[config.mk]
export PLATFORM = sky130hd
export DESIGN_NAME = regfile_wb_queue
export DESIGN_NICKNAME = d
export VERILOG_FILES = /design/src/rtl/rv_core_pkg.sv /design/src/rtl/wb_fwd_match.sv /design/src/rtl/regfile_wb_queue.sv
export SDC_FILE = /design/constraint.sdc
export NUM_CORES = 1
export LEC_CHECK = 0
export ABC_CLOCK_PERIOD_IN_PS = 6300
export BUFFER_PORTS_ARGS = -buffer_cell sky130_fd_sc_hd__buf_2
export CAP_MARGIN = 0
export CORE_UTILIZATION = 25
export DETAILED_ROUTE_END_ITERATION = 8
export SYNTH_ARGS = -nofsm -noshare
export SYNTH_HDL_FRONTEND = slang
export SYNTH_SLANG_ARGS = --single-unit
[constraint.sdc]
create_clock -name clk -period 6.3 [get_ports clk]
set_clock_uncertainty 0.05 [all_clocks]
set_input_delay 0.63 -clock clk [delete_from_list [all_inputs] [get_ports clk]]
set_output_delay 0.63 -clock clk [all_outputs]
set_load 0.02 [all_outputs]
[src/rtl/rv_core_pkg.sv]
// Shared core types: register-file geometry and the write-back entry carried
// from execute/load through the write-back queue into the register file.
package rv_core_pkg;

    localparam int XLEN   = 32;
    localparam int REG_AW = 5;

    typedef struct packed {
        logic [REG_AW-1:0] rd;
        logic [XLEN-1:0]   data;
    } wb_entry_t;

    // x0 is hardwired to zero, so a result aimed at it never needs committing.
    function automatic logic rd_is_writable(input logic [REG_AW-1:0] rd);
        return rd != '0;
    endfunction

endpackage

[src/rtl/wb_fwd_match.sv]
// Forwarding lookup over the write-back queue: returns the youngest pending
// value for one register address, searching queued entries before the output stage.
module wb_fwd_match
    import rv_core_pkg::*;
#(
    parameter  int DEPTH = 4,
    localparam int PTR_W = $clog2(DEPTH)
) (
    input  wb_entry_t [DEPTH-1:0] i_entries,
    input  logic [DEPTH-1:0]      i_valid,
    input  logic [PTR_W-1:0]      i_tail,
    input  logic                  i_out_valid,
    input  wb_entry_t             i_out_entry,
    input  logic [REG_AW-1:0]     i_addr,
    output logic                  o_hit,
    output logic [XLEN-1:0]       o_fwd
);

    // Candidate gi is the entry gi+1 slots behind the tail, so gi=0 is the youngest.
    logic [DEPTH-1:0]      w_match;
    logic [XLEN-1:0]       w_cand_data [DEPTH];

    genvar gi;
    generate
        for (gi = 0; gi < DEPTH; gi++) begin : g_age
            logic [PTR_W-1:0] w_idx;
            assign w_idx           = i_tail - PTR_W'(gi + 1);
            assign w_match[gi]     = i_valid[w_idx] && (i_entries[w_idx].rd == i_addr);
            assign w_cand_data[gi] = i_entries[w_idx].data;
        end
    endgenerate

    // Oldest candidate is considered first so each younger match overrides it.
    always_comb begin
        o_hit = 1'b0;
        o_fwd = '0;
        if (i_addr != '0) begin
            if (i_out_valid && (i_out_entry.rd == i_addr)) begin
                o_hit = 1'b1;
                o_fwd = i_out_entry.data;
            end
            for (int k = DEPTH - 1; k >= 0; k--) begin
                if (w_match[k]) begin
                    o_hit = 1'b1;
                    o_fwd = w_cand_data[k];
                end
            end
        end
    end

endmodule

[src/rtl/regfile_wb_queue.sv]
// Write-back queue in front of the integer register file: buffers results,
// drains one per cycle onto the write port, and forwards pending values to readers.
module regfile_wb_queue
    import rv_core_pkg::*;
#(
    parameter  int DEPTH = 4,
    localparam int PTR_W = $clog2(DEPTH)
) (
    input  logic              clk,
    input  logic              rst_n,
    input  logic              i_wb_valid,
    output logic              o_wb_ready,
    input  logic [REG_AW-1:0] i_wb_rd,
    input  logic [XLEN-1:0]   i_wb_data,
    input  logic              i_drain_en,
    output logic              o_wr_en,
    output logic [REG_AW-1:0] o_wr_addr,
    output logic [XLEN-1:0]   o_wr_data,
    input  logic [REG_AW-1:0] i_rs1_addr,
    output logic              o_rs1_hit,
    output logic [XLEN-1:0]   o_rs1_fwd,
    input  logic [REG_AW-1:0] i_rs2_addr,
    output logic              o_rs2_hit,
    output logic [XLEN-1:0]   o_rs2_fwd,
    output logic [PTR_W:0]    o_count
);

    localparam int CNT_W = PTR_W + 1;

    wb_entry_t          r_mem [DEPTH];
    logic [DEPTH-1:0]   r_valid;
    logic [PTR_W-1:0]   r_head;
    logic [PTR_W-1:0]   r_tail;
    logic [CNT_W-1:0]   r_count;
    logic               r_wr_en;
    wb_entry_t          r_out;

    logic               w_ready;
    logic               w_push;
    logic               w_pop;
    wb_entry_t [DEPTH-1:0] w_entries;

    // Readiness comes from the registered count only, so a full queue refuses
    // a push even in a cycle where it also pops.
    assign w_ready = (r_count != CNT_W'(DEPTH));
    assign w_push  = i_wb_valid && w_ready && rd_is_writable(i_wb_rd);
    assign w_pop   = i_drain_en && (r_count != '0);

    // Payloads carry no reset; the valid bits alone decide what is live.
    always_ff @(posedge clk) begin
        if (w_push) begin
            r_mem[r_tail] <= '{rd: i_wb_rd, data: i_wb_data};
        end
    end

    always_ff @(posedge clk or negedge rst_n) begin
        if (!rst_n) begin
            r_valid <= '0;
            r_head  <= '0;
            r_tail  <= '0;
            r_count <= '0;
            r_wr_en <= 1'b0;
            r_out   <= '0;
        end else begin
            if (w_pop) begin
                r_valid[r_head] <= 1'b0;
                r_head          <= r_head + 1'b1;
                r_out           <= r_mem[r_head];
            end
            r_wr_en <= w_pop;
            // Push and pop never target the same slot: that needs full and empty at once.
            if (w_push) begin
                r_valid[r_tail] <= 1'b1;
                r_tail          <= r_tail + 1'b1;
            end
            case ({w_push, w_pop})
                2'b10:   r_count <= r_count + 1'b1;
                2'b01:   r_count <= r_count - 1'b1;
                default: r_count <= r_count;
            endcase
        end
    end

    genvar gi;
    generate
        for (gi = 0; gi < DEPTH; gi++) begin : g_pack
            assign w_entries[gi] = r_mem[gi];
        end
    endgenerate

    wb_fwd_match #(.DEPTH(DEPTH)) u_fwd_rs1 (
        .i_entries   (w_entries),
        .i_valid     (r_valid),
        .i_tail      (r_tail),
        .i_out_valid (r_wr_en),
        .i_out_entry (r_out),
        .i_addr      (i_rs1_addr),
        .o_hit       (o_rs1_hit),
        .o_fwd       (o_rs1_fwd)
    );

    wb_fwd_match #(.DEPTH(DEPTH)) u_fwd_rs2 (
        .i_entries   (w_entries),
        .i_valid     (r_valid),
        .i_tail      (r_tail),
        .i_out_valid (r_wr_en),
        .i_out_entry (r_out),
        .i_addr      (i_rs2_addr),
        .o_hit       (o_rs2_hit),
        .o_fwd       (o_rs2_fwd)
    );

    assign o_wb_ready = w_ready;
    assign o_wr_en    = r_wr_en;
    assign o_wr_addr  = r_out.rd;
    assign o_wr_data  = r_out.data;
    assign o_count    = r_count;

endmodule

## After elaboration in Yosys (flattened, before gate mapping)

Memory sizes are Yosys's and may differ from the RTL's. A register that Yosys moved wholly into a read port is not among the register bits.
Cells that the tools add are included.
W data, S select, Z words.

| operators by class | value |
|---|---|
| reductions and logical operators | 21 |
| mux-type cells | 49 |
| $add $sub $neg | 7 |
| bitwise logic cells | 3 |
| magnitude comparators | 7 |
| equal/unequal tests | 13 |

Operators with widths:

| cell | count |
|---|---|
| $mux W32 | 12 |
| $bmux W37 S2 | 4 |
| $mux W37 | 4 |
| $eq A5 B5 Y1 | 10 |
| $mux W1 | 20 |
| $logic_and A1 B1 Y1 | 15 |
| $lt A2 B3 Y1 const B | 5 |
| $reduce_bool A5 Y1 | 3 |
| $bmux W1 S2 | 4 |
| $mux W4 | 2 |
| $pmux W3 S2 | 1 |
| $add A2 B1 Y2 const B | 2 |
| $and A4 B4 Y4 | 1 |
| $demux W1 S2 | 2 |
| $ge A2 B1 Y1 const B | 2 |
| $not A4 Y4 | 1 |
| $or A4 B4 Y4 | 1 |
| $sub A2 B2 Y2 const B | 2 |
| $add A3 B1 Y3 const B | 1 |
| $ne A3 B3 Y1 const B | 1 |
| $reduce_bool A3 Y1 | 1 |
| $sub A3 B1 Y3 const B | 1 |
| $eq A2 B1 Y1 const B | 1 |
| $eq A2 B2 Y1 const B | 1 |
| other kinds (3) | 3 |

| storage, ports and cells | value |
|---|---|
| bits of input ports | 51 |
| memories | 1 |
| output and inout bits | 108 |
| register bits after elaboration | 12 |
| bits in writable memories | 148 |

Memory list:

| name | depth | width | rd ports | clocked after Yosys merged registers in | wr ports | line | text |
|---|---|---|---|---|---|---|---|
| r_mem | 4 | 37 | 5 | 1 | 1 | regfile_wb_queue.sv:30 | `wb_entry_t r_mem [DEPTH];` |

## Longest topological paths before layout

Gate-level depths: netlist (run 1).

| depth | value |
|---|---|
| word-level depth | 9 |
| mapped depth | 18 |
| gate-level depth less buffers | 11 |

## Cells and area by module

Synthesis (run 1) repeated with hierarchy kept, for this count alone.

| unflattened totals | value |
|---|---|
| cell total of the unflattened synthesis | 1881 |
| area, all modules | 18692.9 µm² |

By module, submodules not included:

| module | instances | seq. area each (µm²) | cells an instance | area an instance (µm²) |
|---|---|---|---|---|
| wb_fwd_match | 2 | 0.0 | 737 | 5664.2 |
| regfile_wb_queue | 1 | 5670.4 | 407 | 7364.6 |

## Worst setup path before layout (run 1)

OpenSTA, ideal clock, no wires.

| timing | value |
|---|---|
| path kind | reg-to-output |
| from | register r_tail[0] |
| to | output o_rs2_fwd[1] |
| arrival | 4579 ps |
| path buffers | 9 |
| cell stages (with the launch flop) | 18 |
| required time | 5620 ps |
| slack | 1041 ps |
| path through | dfrtp_1 > buf_6 > buf_8 > buf_8 > buf_2 > buf_2 > clkbuf_1 > inv_1 > ha_1 > buf_2 > buf_6 > mux4_2 > xnor2_1 > and4_1 > and2_1 > buf_2 > a221oi_1 > o311ai_0 |

| on the way | value |
|---|---|
| elaborated cells between the ends (all ways) | 32 |
| classes of those cells | add/sub: 3; eq/ne: 4; mux: 21; reduce/logical: 4 |

RTL lines:

| item | line | text |
|---|---|---|
| start, declared | regfile_wb_queue.sv:33 | `logic [PTR_W-1:0] r_tail;` |
| start signal, assigned | regfile_wb_queue.sv:74 | `r_tail <= r_tail + 1'b1;` |
| $sub A2 B1 Y2 * | n/a |  |
| via u_fwd_rs1.g_age[0].w_idx[0] | wb_fwd_match.sv:26 | `logic [PTR_W-1:0] w_idx;` |
| $bmux W37 S2 | wb_fwd_match.sv:28, wb_fwd_match.sv:29 |  |
| $mux W37 (implied by the code) | wb_fwd_match.sv:28 | `assign w_match[gi] = i_valid[w_idx] && (i_entries[w_idx].rd == i_addr);` |
| $eq A5 B5 Y1 | wb_fwd_match.sv:28 |  |
| $logic_and A1 B1 Y1 | wb_fwd_match.sv:28 |  |
| $mux W32 * | wb_fwd_match.sv:43 | `if (w_match[k]) begin` |
| $mux W32 * | wb_fwd_match.sv:37 | `if (i_addr != '0) begin` |
| end, declared | regfile_wb_queue.sv:24 | `output logic [XLEN-1:0] o_rs2_fwd,` |

The timed path passes the listed nets; every way through them passes the cells marked *. The select of a mux whose other input is x is not followed.

## Worst setup path after layout (run 1)

| timing | value |
|---|---|
| from | register r_tail[1] |
| to | output o_rs2_fwd[1] |

| on the way | value |
|---|---|
| cells in the longest elaborated chain, start to end | 9 |
| elaborated cells between the ends (all ways) | 32 |
| classes of those cells | add/sub: 3; eq/ne: 4; mux: 21; reduce/logical: 4 |

RTL lines:

| item | line |
|---|---|
| $sub A2 B2 Y2 * | n/a |
| via u_fwd_rs1.g_age[2].w_idx[1] | wb_fwd_match.sv:26 |
| $bmux W37 S2 | wb_fwd_match.sv:28, wb_fwd_match.sv:29 |
| $mux W37 (implied by the code) | wb_fwd_match.sv:28 |
| $eq A5 B5 Y1 | wb_fwd_match.sv:28 |
| $logic_and A1 B1 Y1 | wb_fwd_match.sv:28 |
| $mux W32 * (3 in series) | wb_fwd_match.sv:43 |
| $mux W32 * | wb_fwd_match.sv:37 |

Marked as above.

==> results of run 1 <==
[cell usage in the layout (no fill, tap or decap), types with 5 or more instances in the layout]
| cell type | count |
|---|---|
| o31ai_1 | 13 |
| dfrtp_1 | 45 |
| xor2_1 | 20 |
| nor4bb_1 | 7 |
| o221a_2 | 7 |
| nor3b_1 | 5 |
| nand3_1 | 39 |
| inv_1 | 8 |
| nand2b_1 | 5 |
| a32oi_1 | 32 |
| buf_4 | 37 |
| nor2_1 | 46 |
| o21ai_0 | 10 |
| clkinv_4 | 5 |
| a221oi_1 | 18 |
| buf_2 | 158 |
| mux4_1 | 5 |
| o211a_1 | 21 |
| diode_2 | 7 |
| xnor2_1 | 34 |
| nor2b_1 | 6 |
| o221a_1 | 13 |
| clkbuf_16 | 17 |
| o31ai_2 | 19 |
| edfxtp_1 | 148 |
| nand4_1 | 7 |
| mux4_2 | 183 |
| and2_1 | 8 |
| inv_8 | 6 |
| ha_1 | 8 |
| o2111ai_1 | 27 |
| a221oi_2 | 19 |
| or3_1 | 7 |
| nand2_1 | 156 |
[logic make-up (layout without fill, tap and decap cells)]
group,count (synthesis),after routing,share of synthesized area [%]
other,0,7,0
muxes,192,192,29.3
DFF,197,197,38.7
buffers and inverters,125,237,4.31
xor gates and xnor gates,55,55,3.34
adders and majority gates,10,10,0.905
AOI/OAI and AO/OA,198,198,13.3
and+or+nand+nor,314,314,10.2
[worst reg2reg max path, stage by stage, from the launching register on]
cell and delay [ps]:
dfrtp_4 430, buf_12 720, ha_1 330, and2_2 430, buf_4 530
[area by class of cell]
type                       count  area [um^2]  area share [%]
antenna                        7         17.5           0.104
clock buffer                  17          425            2.53
clock inverter                15          183            1.09
inverter                       9         33.8           0.201
multi-input combinational    769         8420            50.1
sequential                   197         5680            33.8
tap                          765          957            5.69
timing repair buffer         196         1090            6.48
[sequential cells by signal (all words and copies together) (netlist names)]
| name | flops |
|---|---|
| o_count | 3 |
| o_wr_addr | 5 |
| o_wr_data | 32 |
| r_tail | 2 |
| r_valid | 4 |
| o_wr_en | 1 |
| r_mem | 148 |
| r_head | 2 |
[per-stage QoR]
step	util, %	setup WS, ps	total power (W)	hold WS (ps)
after floorplan	-	1040	0.00635	284
after global placement	28.0	1120	0.00788	473
after detailed placement	28.0	1060	0.00799	498
after CTS	29.0	519	0.00915	293
after global routing	29.1	290	0.00959	311
final	29.1	557	0.00911	314
[power by group through the flow]
stage	logic, W	clock network [W]	registers (W)
finish	0.00567	0.00115	0.00228
global route	0.00603	0.00122	0.00234
CTS	0.00570	0.00117	0.00228
detailed placement	0.00569	0	0.00231
global placement	0.00561	0	0.00228
floorplan	0.00414	0	0.00221
[how the worst min path moves through the flow]
| stage | depth (start not counted) | to | start | slack, ps |
|---|---|---|---|---|
| 4_1_cts | 1 | r_mem[2][25] | i_wb_data[25] | 290 |
| 5_1_grt | 1 | r_mem[2][25] | i_wb_data[25] | 310 |
| 3_3_place_gp | 1 | r_valid[3] | r_valid[3] | 470 |
| 2_1_floorplan | 0 | o_count[0] | rst_n | 280 |
| 6_report | 2 | o_wr_data[28] | rst_n | 310 |
| 3_5_place_dp | 2 | o_wr_data[13] | o_wr_data[13] | 500 |
[metal layers]
metal	wire length (um)	GRT usage, %
met2	25200	28.0
met3	4820	3.86
met1	20400	22.5
met4	1660	6.97
met5	85	0
[cells in the mapped netlist, types with 8 or more instances]
| master | instances |
|---|---|
| xnor2_1 | 34 |
| xor2_1 | 20 |
| o2111ai_1 | 27 |
| a221oi_2 | 19 |
| nor2_1 | 47 |
| a32oi_1 | 32 |
| ha_1 | 9 |
| clkbuf_1 | 55 |
| o21ai_0 | 10 |
| edfxtp_1 | 148 |
| mux4_2 | 183 |
| o31ai_2 | 19 |
| o221a_1 | 13 |
| a221oi_1 | 18 |
| buf_2 | 41 |
| o31ai_1 | 14 |
| nand3_1 | 39 |
| and2_1 | 12 |
| dfrtp_1 | 49 |
| inv_1 | 8 |
| o211a_1 | 21 |
| nand2_1 | 156 |
==> flow_summary.toml, run 1 <==
[pwr]
swShare_pct = 47.2
powerDensity_nw_per_um2 = 542
p_int_w = 0.00481
p_sw_w = 0.00430
power_frac_clock_pct = 12.7
peakVddDrop_mv = 0.369
power.share.combinational_pct = 62.3
power_frac_seq_pct = 25.0
power_leakage_nw = 5.98

[timing]
finalHoldViolCount = 0
finalSetupTns_ps = 0
maxSlewHeadroom_pct = 15.6
final.period_utilization_pct = 91.2
layout_min_cycle_time_ps = 5740
fmax_ghz = 0.174
grt_setup_unrepaired = "no"
worst_slew_pin_slew_ps = 1260
finalSetupViolations = 0
slew_viol_final = 0

[drt]
wl_mm = 52.2
initialDrtViolationCount = 1311
wl_per_cell_um = 26.4
drc_errors = 0
ant_nets = 0
viasPerCell = 5.83
vias = 11500
drtPass1Iterations = 5

[clock_network]
clk_pin_slew_worst_paths_ps = 90
cts-root-buf = "clkbuf_16"
cts_hold_buf = 0
insertion_delay_ps = 470
clockBufferDepth = 2
htree_levels = 4
cts_tree = "done"
cts_inserted_buffers = 17
cts_resized = 0
cts_setup_buffers = 0
clock-sinks = 197

[floorplan]
initial_utilization_pct = 25.4
fp-row-count = 88
die_h_um = 244
die_area_um2 = 59600
dieWidth_um = 244
core_um2 = 57800
ioPinCount = 159

[worst_setup_path]
reg2reg_depth = 4
cp-end-kind = "output port"
r2r_end = "r_mem[3][22]"
crit_end = "o_rs2_fwd[1]"
critPathKind = "reg2out"
rrSetupSlack_ps = 3440
path_depth = 10
crit_buf_inv = 3
startpoint = "r_tail[1]"
path_cells = "inv_1 > ha_4 > mux4_2 > xnor2_1 > nand4_1 > o22a_1 > nand2_1 > o311ai_0 > buf_4 > buf_2"
critPathArrivalTime_ps = 5060
r2r-start = "r_tail[0]"
critPathSlowestCell = "o311ai_0"
max_stage_delay_ps = 820
required_ps = 5620
cp-start-kind = "register"
critPathMaxFanout = 38
critPathTopFamily = "compound AO/OA/AOI/OAI gates"

[grt]
grt.overflow.total = 0
track_usage_pct = 17.3
grt_pass1_vias = 11000
grt_max_degree = 155
grt_pass1_wl_mm = 76.1
antenna_found_initial = 13

[logic_synthesis]
synthArstFlopShare_pct = 24.9
yosysTopAreaCellShare_pct = 30.3
syn_avg_cell_area_um2 = 13.4
synth_seq_cells = 197
ys_warn_count = 0
synthFlopType = "edfxtp_1"
synthCells = 1091
syn-num-nets = 1152
yosysSeqAreaShare_pct = 38.7
synth_edf_count = 148
yosys.area.top_type = "edfxtp_1"
syn_area_um2 = 14700
ys_top_cells_by_area = "edfxtp_1 (30%), mux4_2 (28%), dfrtp_1 (8.4%)"
synthDistinctLibCells = 68

[placed_design]
gp_congestion = 0.869
numPortBuffers = 158
dp_hpwl_mm = 34.8
postPlaceCellArea_um2 = 16200
dp.cells = 1936

[final_layout]
post_route_cells_drive_above_1_share_pct = 40.2
final_cells = 1975
stdcell_area_um2 = 16800
finalNetCount = 1251
final.fill_count = 5822
area_growth_pct = 14.7

[outcome]
status = "finished clean"

[worst_hold_path]
hold_class = "in2async"

[job]
drv_cap = 0
No activity file was read; power rests on OpenSTA's default activity.
==> inputs of run 2 (changes only) <==
--- a/config.mk
+++ b/config.mk
@@ -12,4 +12,5 @@
 export DETAILED_ROUTE_END_ITERATION = 8
 export SYNTH_ARGS = -nofsm -noshare
 export SYNTH_HDL_FRONTEND = slang
+export SYNTH_HIERARCHICAL = 1
 export SYNTH_SLANG_ARGS = --single-unit
==> run 2 against run 1 <==
Net effect: utilization is 1.1 points lower; routed wire length increased by 37%; power grew 10%; register-to-register slack lost 1400 ps; global-route usage grew 1.1 points; area after synthesis rose by 28%; critical endpoint is now o_rs1_fwd[30]; largest power group unchanged; highest routed layer unchanged.
==> flow_summary.toml, run 2 <==
[logic_synthesis]
synthCells = 1881
synth_fa_ha_area_share_pct = 0.710
yosysTopAreaCellShare_pct = 23.8
yosysSeqAreaShare_pct = 30.3
ys_top_cells_by_area = "edfxtp_1 (24%), mux2i_1 (24%), dfrtp_1 (6.6%)"
synth_compound_area_share_pct = 18.5
synth-xor-area-share_pct = 2.48
syn_avg_cell_area_um2 = 9.94
synth_common_cells = "mux2i_1 (439), nand2_1 (192), edfxtp_1 (148), o211ai_1 (132), nor2_1 (87)"
synthFlopType = "edfxtp_1"
synthArstFlopShare_pct = 24.9
yosys.area.top_type = "edfxtp_1"
ys_warn_count = 6
synthDistinctLibCells = 54
muxShareOfSynthArea_pct = 32.2
synth_seq_cells = 197
syn_area_um2 = 18700
syn-num-nets = 1942
synth.most_common_cell = "mux2i_1"
synth_edf_count = 148
synth_top_family_by_area = "multiplexers"
yosys.area_share.simple_pct = 9.45

[worst_setup_path]
required_ps = 5620
cp-end-kind = "output port"
cp-start-kind = "register"
crit_end = "o_rs1_fwd[30]"
rrSetupSlack_ps = 2010
critPathArrivalTime_ps = 4750
startpoint = "r_tail[1]"
critPathKind = "reg2out"
reg2reg_depth = 5
r2r-start = "r_tail[1]"
critPathMaxFanout = 72
r2r_end = "r_mem[2][15]"

[timing]
slew_viol_final = 0
layout_min_cycle_time_ps = 5430
worst_slew_pin_slew_ps = 1230
fmax_ghz = 0.184
finalSetupTns_ps = 0
finalHoldViolCount = 0
maxSlewHeadroom_pct = 17.5
finalSetupViolations = 0
grt_setup_unrepaired = "no"
final.period_utilization_pct = 86.3

[floorplan]
initial_utilization_pct = 25.4
die_h_um = 275
ioPinCount = 159
die_area_um2 = 75900
fp-row-count = 99
dieWidth_um = 275
core_um2 = 73500

[final_layout]
finalNetCount = 1952
final_common_cell = "mux2i_1"
layout_common_cells = "mux2i_1 (439), nand2_1 (190), buf_2 (158)"
post_route_cells_drive_above_1_share_pct = 19.6
final.fill_count = 7607
top_register = "r_mem"
area_growth_pct = 10.1
largest_reg_flops = 148

[clock_network]
cts_tree = "done"
cts_hold_buf = 0
clockBufferDepth = 2
cts_setup_buffers = 0
clk_pin_slew_worst_paths_ps = 80
cts-root-buf = "clkbuf_16"
clock-sinks = 197
cts_inserted_buffers = 17
htree_levels = 4
insertion_delay_ps = 500
cts_resized = 0

[grt]
use_met1_pct = 23.5
grt_use_met3_pct = 3.98
use_met2_pct = 30.1
grt_pass1_wl_mm = 105
antenna_found_initial = 8
grt_busiest_layer = "met2"
grt_max_degree = 149
grt_pass1_vias = 16100
grt.overflow.total = 0
track_usage_pct = 18.5

[drt]
vias = 16700
wl_per_cell_um = 25.0
wl_mm = 71.6
drtPass1Iterations = 5
viasPerCell = 5.85
drc_errors = 0
initialDrtViolationCount = 1610
ant_nets = 0

[placed_design]
numPortBuffers = 158
dp_hpwl_mm = 45.6
gp_congestion = 0.856

[outcome]
status = "finished clean"

[worst_hold_path]
hold_class = "in2async"

[job]
drv_cap = 0

[pwr]
peakVddDrop_mv = 0.307
power_leakage_nw = 7.87
total_power_w = 0.0100
powerDensity_nw_per_um2 = 488
-- run 2: cell count changes after synthesis, moves of 64 or more --
cell | previous run | this run
a21oi_1 | 1 | 70
mux2_2 | 1 | 71
a41oi_1 | 0 | 64
mux4_2 | 183 | 37
o211ai_1 | 1 | 132
mux2i_1 | 3 | 439
a211oi_1 | 0 | 66
-- run 2: layer usage --
layer | wire length, um | up-vias
met5 | 65 | -
met4 | 2200 | 10
met1 | 29500 | 8320
met2 | 33900 | 877
li1 | - | 7376
met3 | 5990 | 163
-- run 2: cells by family after synthesis --
kind of cell	count (synthesis)
muxes	547
buffers and inverters	222
DFF	197
xor gates and xnor gates	53
adders and majority gates	10
AOI/OAI and AO/OA	461
and+or+nand+nor	391
-- run 2: per-stage QoR --
step	hold WS [ps]	util, %	area (um^2)	cells	setup slack (ps)
2_1_floorplan	284	-	18700	1881	2750
3_3_place_gp	474	27.3	20000	2831	1530
3_5_place_dp	493	27.3	20000	2831	1490
4_1_cts	261	28.0	20600	2863	924
5_1_grt	271	28.0	20600	2863	673
6_report	289	28.0	20600	2865	865
-- run 2: area by class of cell --
cell class	count	area, um^2	share of cell area, %
multi-input cells	1462	12000	58.1
flip-flops and latches	197	5680	27.6
well taps	959	1200	5.83
repair buffers	200	1120	5.44
clock buffers	19	443	2.15
clock inverters	13	114	0.553
inverters	13	53.8	0.261
diodes	2	5.00	0.0243
-- run 2: how the worst min path moves through the flow --
stage                             start             to  slack (ps)  depth (start not counted)
final                             rst_n  o_wr_data[14]         290                          2
after global routing      i_wb_data[25]   r_mem[2][25]         270                          1
after CTS                 i_wb_data[19]   r_mem[2][19]         260                          1
after detailed placement   o_wr_data[5]   o_wr_data[5]         490                          2
after global placement     o_wr_data[0]   o_wr_data[0]         470                          2
after floorplan                   rst_n     o_count[0]         280                          0
-- run 2: critical path, cell delays in order, from the launching register on --
cell	delay (ps)
dfrtp_4	990
buf_4	660
buf_4	950
mux2i_1	240
nor2_1	130
a21oi_1	50
mux2i_1	190
mux2i_1	90
a211oi_1	620
buf_2	300
-- run 2: power breakdown --
part,leakage (nW),switching (W),total (W),internal [W]
clock network,0.267,0.000570,0.00110,0.000527
logic,5.66,0.00404,0.00646,0.00242
registers,1.94,0.000709,0.00249,0.00178
total,7.87,0.00532,0.0100,0.00473
==> inputs of run 3 (changes only) <==
--- a/config.mk
+++ b/config.mk
@@ -8,6 +8,7 @@
 export ABC_CLOCK_PERIOD_IN_PS = 6300
 export BUFFER_PORTS_ARGS = -buffer_cell sky130_fd_sc_hd__buf_2
 export CAP_MARGIN = 0
+export CORE_MARGIN = 8
 export CORE_UTILIZATION = 25
 export DETAILED_ROUTE_END_ITERATION = 8
 export SYNTH_ARGS = -nofsm -noshare
==> run 3 against run 2 <==
Net effect: register-to-register slack gained 500 ps; die area grew 10%; worst hold slack gained 20 ps; fmax shrank 2.7%; cell count grew 0.70%; non-clock buffer count grew 3; setup slack lost 150 ps; critical path depth is the same; power grew 0.48%; clock power grew 11%; critical path type unchanged; largest cell class unchanged.
==> flow_summary.toml, run 3 (synthesis results as in run 2) <==
[timing]
worst_slew_pin_slew_ps = 1060
slew_viol_final = 0
fmax_ghz = 0.179
finalSetupTns_ps = 0
final.period_utilization_pct = 88.6
maxSlewHeadroom_pct = 29.5
layout_min_cycle_time_ps = 5580
finalHoldViolCount = 0
hold_ws_ps = 310
grt_setup_unrepaired = "no"
finalSetupViolations = 0

[clock_network]
clk_pin_slew_worst_paths_ps = 80
insertion_delay_ps = 470
cts-root-buf = "clkbuf_16"
cts_inserted_buffers = 17
cts_setup_buffers = 0
clockBufferDepth = 2
cts_resized = 0
cts_hold_buf = 0
cts_tree = "done"
htree_levels = 4
clock-sinks = 197

[placed_design]
numPortBuffers = 158
postPlaceCellArea_um2 = 20100
dp.cells = 2844
dp_hpwl_mm = 44.8
gp_congestion = 0.835

[floorplan]
core_um2 = 74200
fp-row-count = 100
die_area_um2 = 83800
dieWidth_um = 289
ioPinCount = 159
initial_utilization_pct = 25.2
die_h_um = 289

[drt]
wl_mm = 69.1
initialDrtViolationCount = 1617
ant_nets = 0
drc_errors = 0
vias = 16000
viasPerCell = 5.56
drtPass1Iterations = 5
wl_per_cell_um = 24.0

[worst_setup_path]
startpoint = "r_tail[1]"
cp-end-kind = "output port"
critPathKind = "reg2out"
critPathMaxFanout = 69
critPathArrivalTime_ps = 4900
required_ps = 5620
cp-start-kind = "register"
r2r-start = "r_tail[1]"

[grt]
grt_pass1_wl_mm = 101
grt_max_degree = 76
grt.overflow.total = 0
antenna_found_initial = 17
grt_pass1_vias = 15200
track_usage_pct = 15.9

[final_layout]
layout_common_cells = "mux2i_1 (439), nand2_1 (190), buf_2 (158)"
post_route_cells_drive_above_1_share_pct = 19.7
final_cells = 2885
final.fill_count = 7709
largest_reg_flops = 148
stdcell_area_um2 = 20700
top_register = "r_mem"
area_growth_pct = 10.7
regArea_um2 = 5680
final_common_cell = "mux2i_1"
multi_input_area_um2 = 12000
finalNetCount = 1955

[worst_hold_path]
hold_class = "in2async"

[pwr]
power_leakage_nw = 7.91
total_power_w = 0.0101
powerDensity_nw_per_um2 = 488
peakVddDrop_mv = 0.305

[outcome]
status = "finished clean"

[job]
drv_cap = 0
run 3: path summary, 6_finish.rpt:
kind	to	slack, ps	depth (start not counted)
min in group clk	r_mem[3][18]	320	1
setup reg to reg	r_mem[3][12]	2510	4
setup / recovery	o_rs1_fwd[11]	720	9
hold reg to reg	o_wr_data[19]	480	2
hold / removal	o_wr_data[5]	310	2
max in group asynchronous	r_tail[0]	5190	2
run 3: metal layers:
metal / global-route usage, % / part of all wire, %
met5: 0 / 0.068
met4: 6.46 / 3.2
met3: 2.66 / 7.6
met2: 25.8 / 46
met1: 21.0 / 43
run 3: final cells by class:
type	instances	share of cell area (%)
inverter	13	0.260
multi-input combinational	1462	57.7
clock inverter	13	0.937
timing repair buffer	203	5.57
antenna	9	0.109
clock buffer	19	2.09
tap	969	5.86
sequential	197	27.4
run 3: report_power, final:
part	leakage, nW	internal [W]	switching (W)
registers	1.94	0.00178	0.000560
clock network	0.297	0.000672	0.000550
logic	5.67	0.00242	0.00411
total	7.91	0.00487	0.00522
run 3: critical path, stage by stage (launching register included):
cell	delay (ps)
dfrtp_4	1010
buf_4	660
buf_4	910
mux2i_1	220
nor2_1	130
a21oi_1	50
mux2i_1	160
mux2i_1	90
a211oi_1	790
buf_2	310
run 3: metrics by stage:
| stage | setup slack (ps) | utilization (%) |
|---|---|---|
| 6_report | 716 | 27.9 |
| 5_1_grt | 470 | 27.9 |
| 4_1_cts | 858 | 27.9 |
| 3_5_place_dp | 1400 | 27.0 |
| 3_3_place_gp | 1360 | 27.0 |
| 2_1_floorplan | 2750 | - |
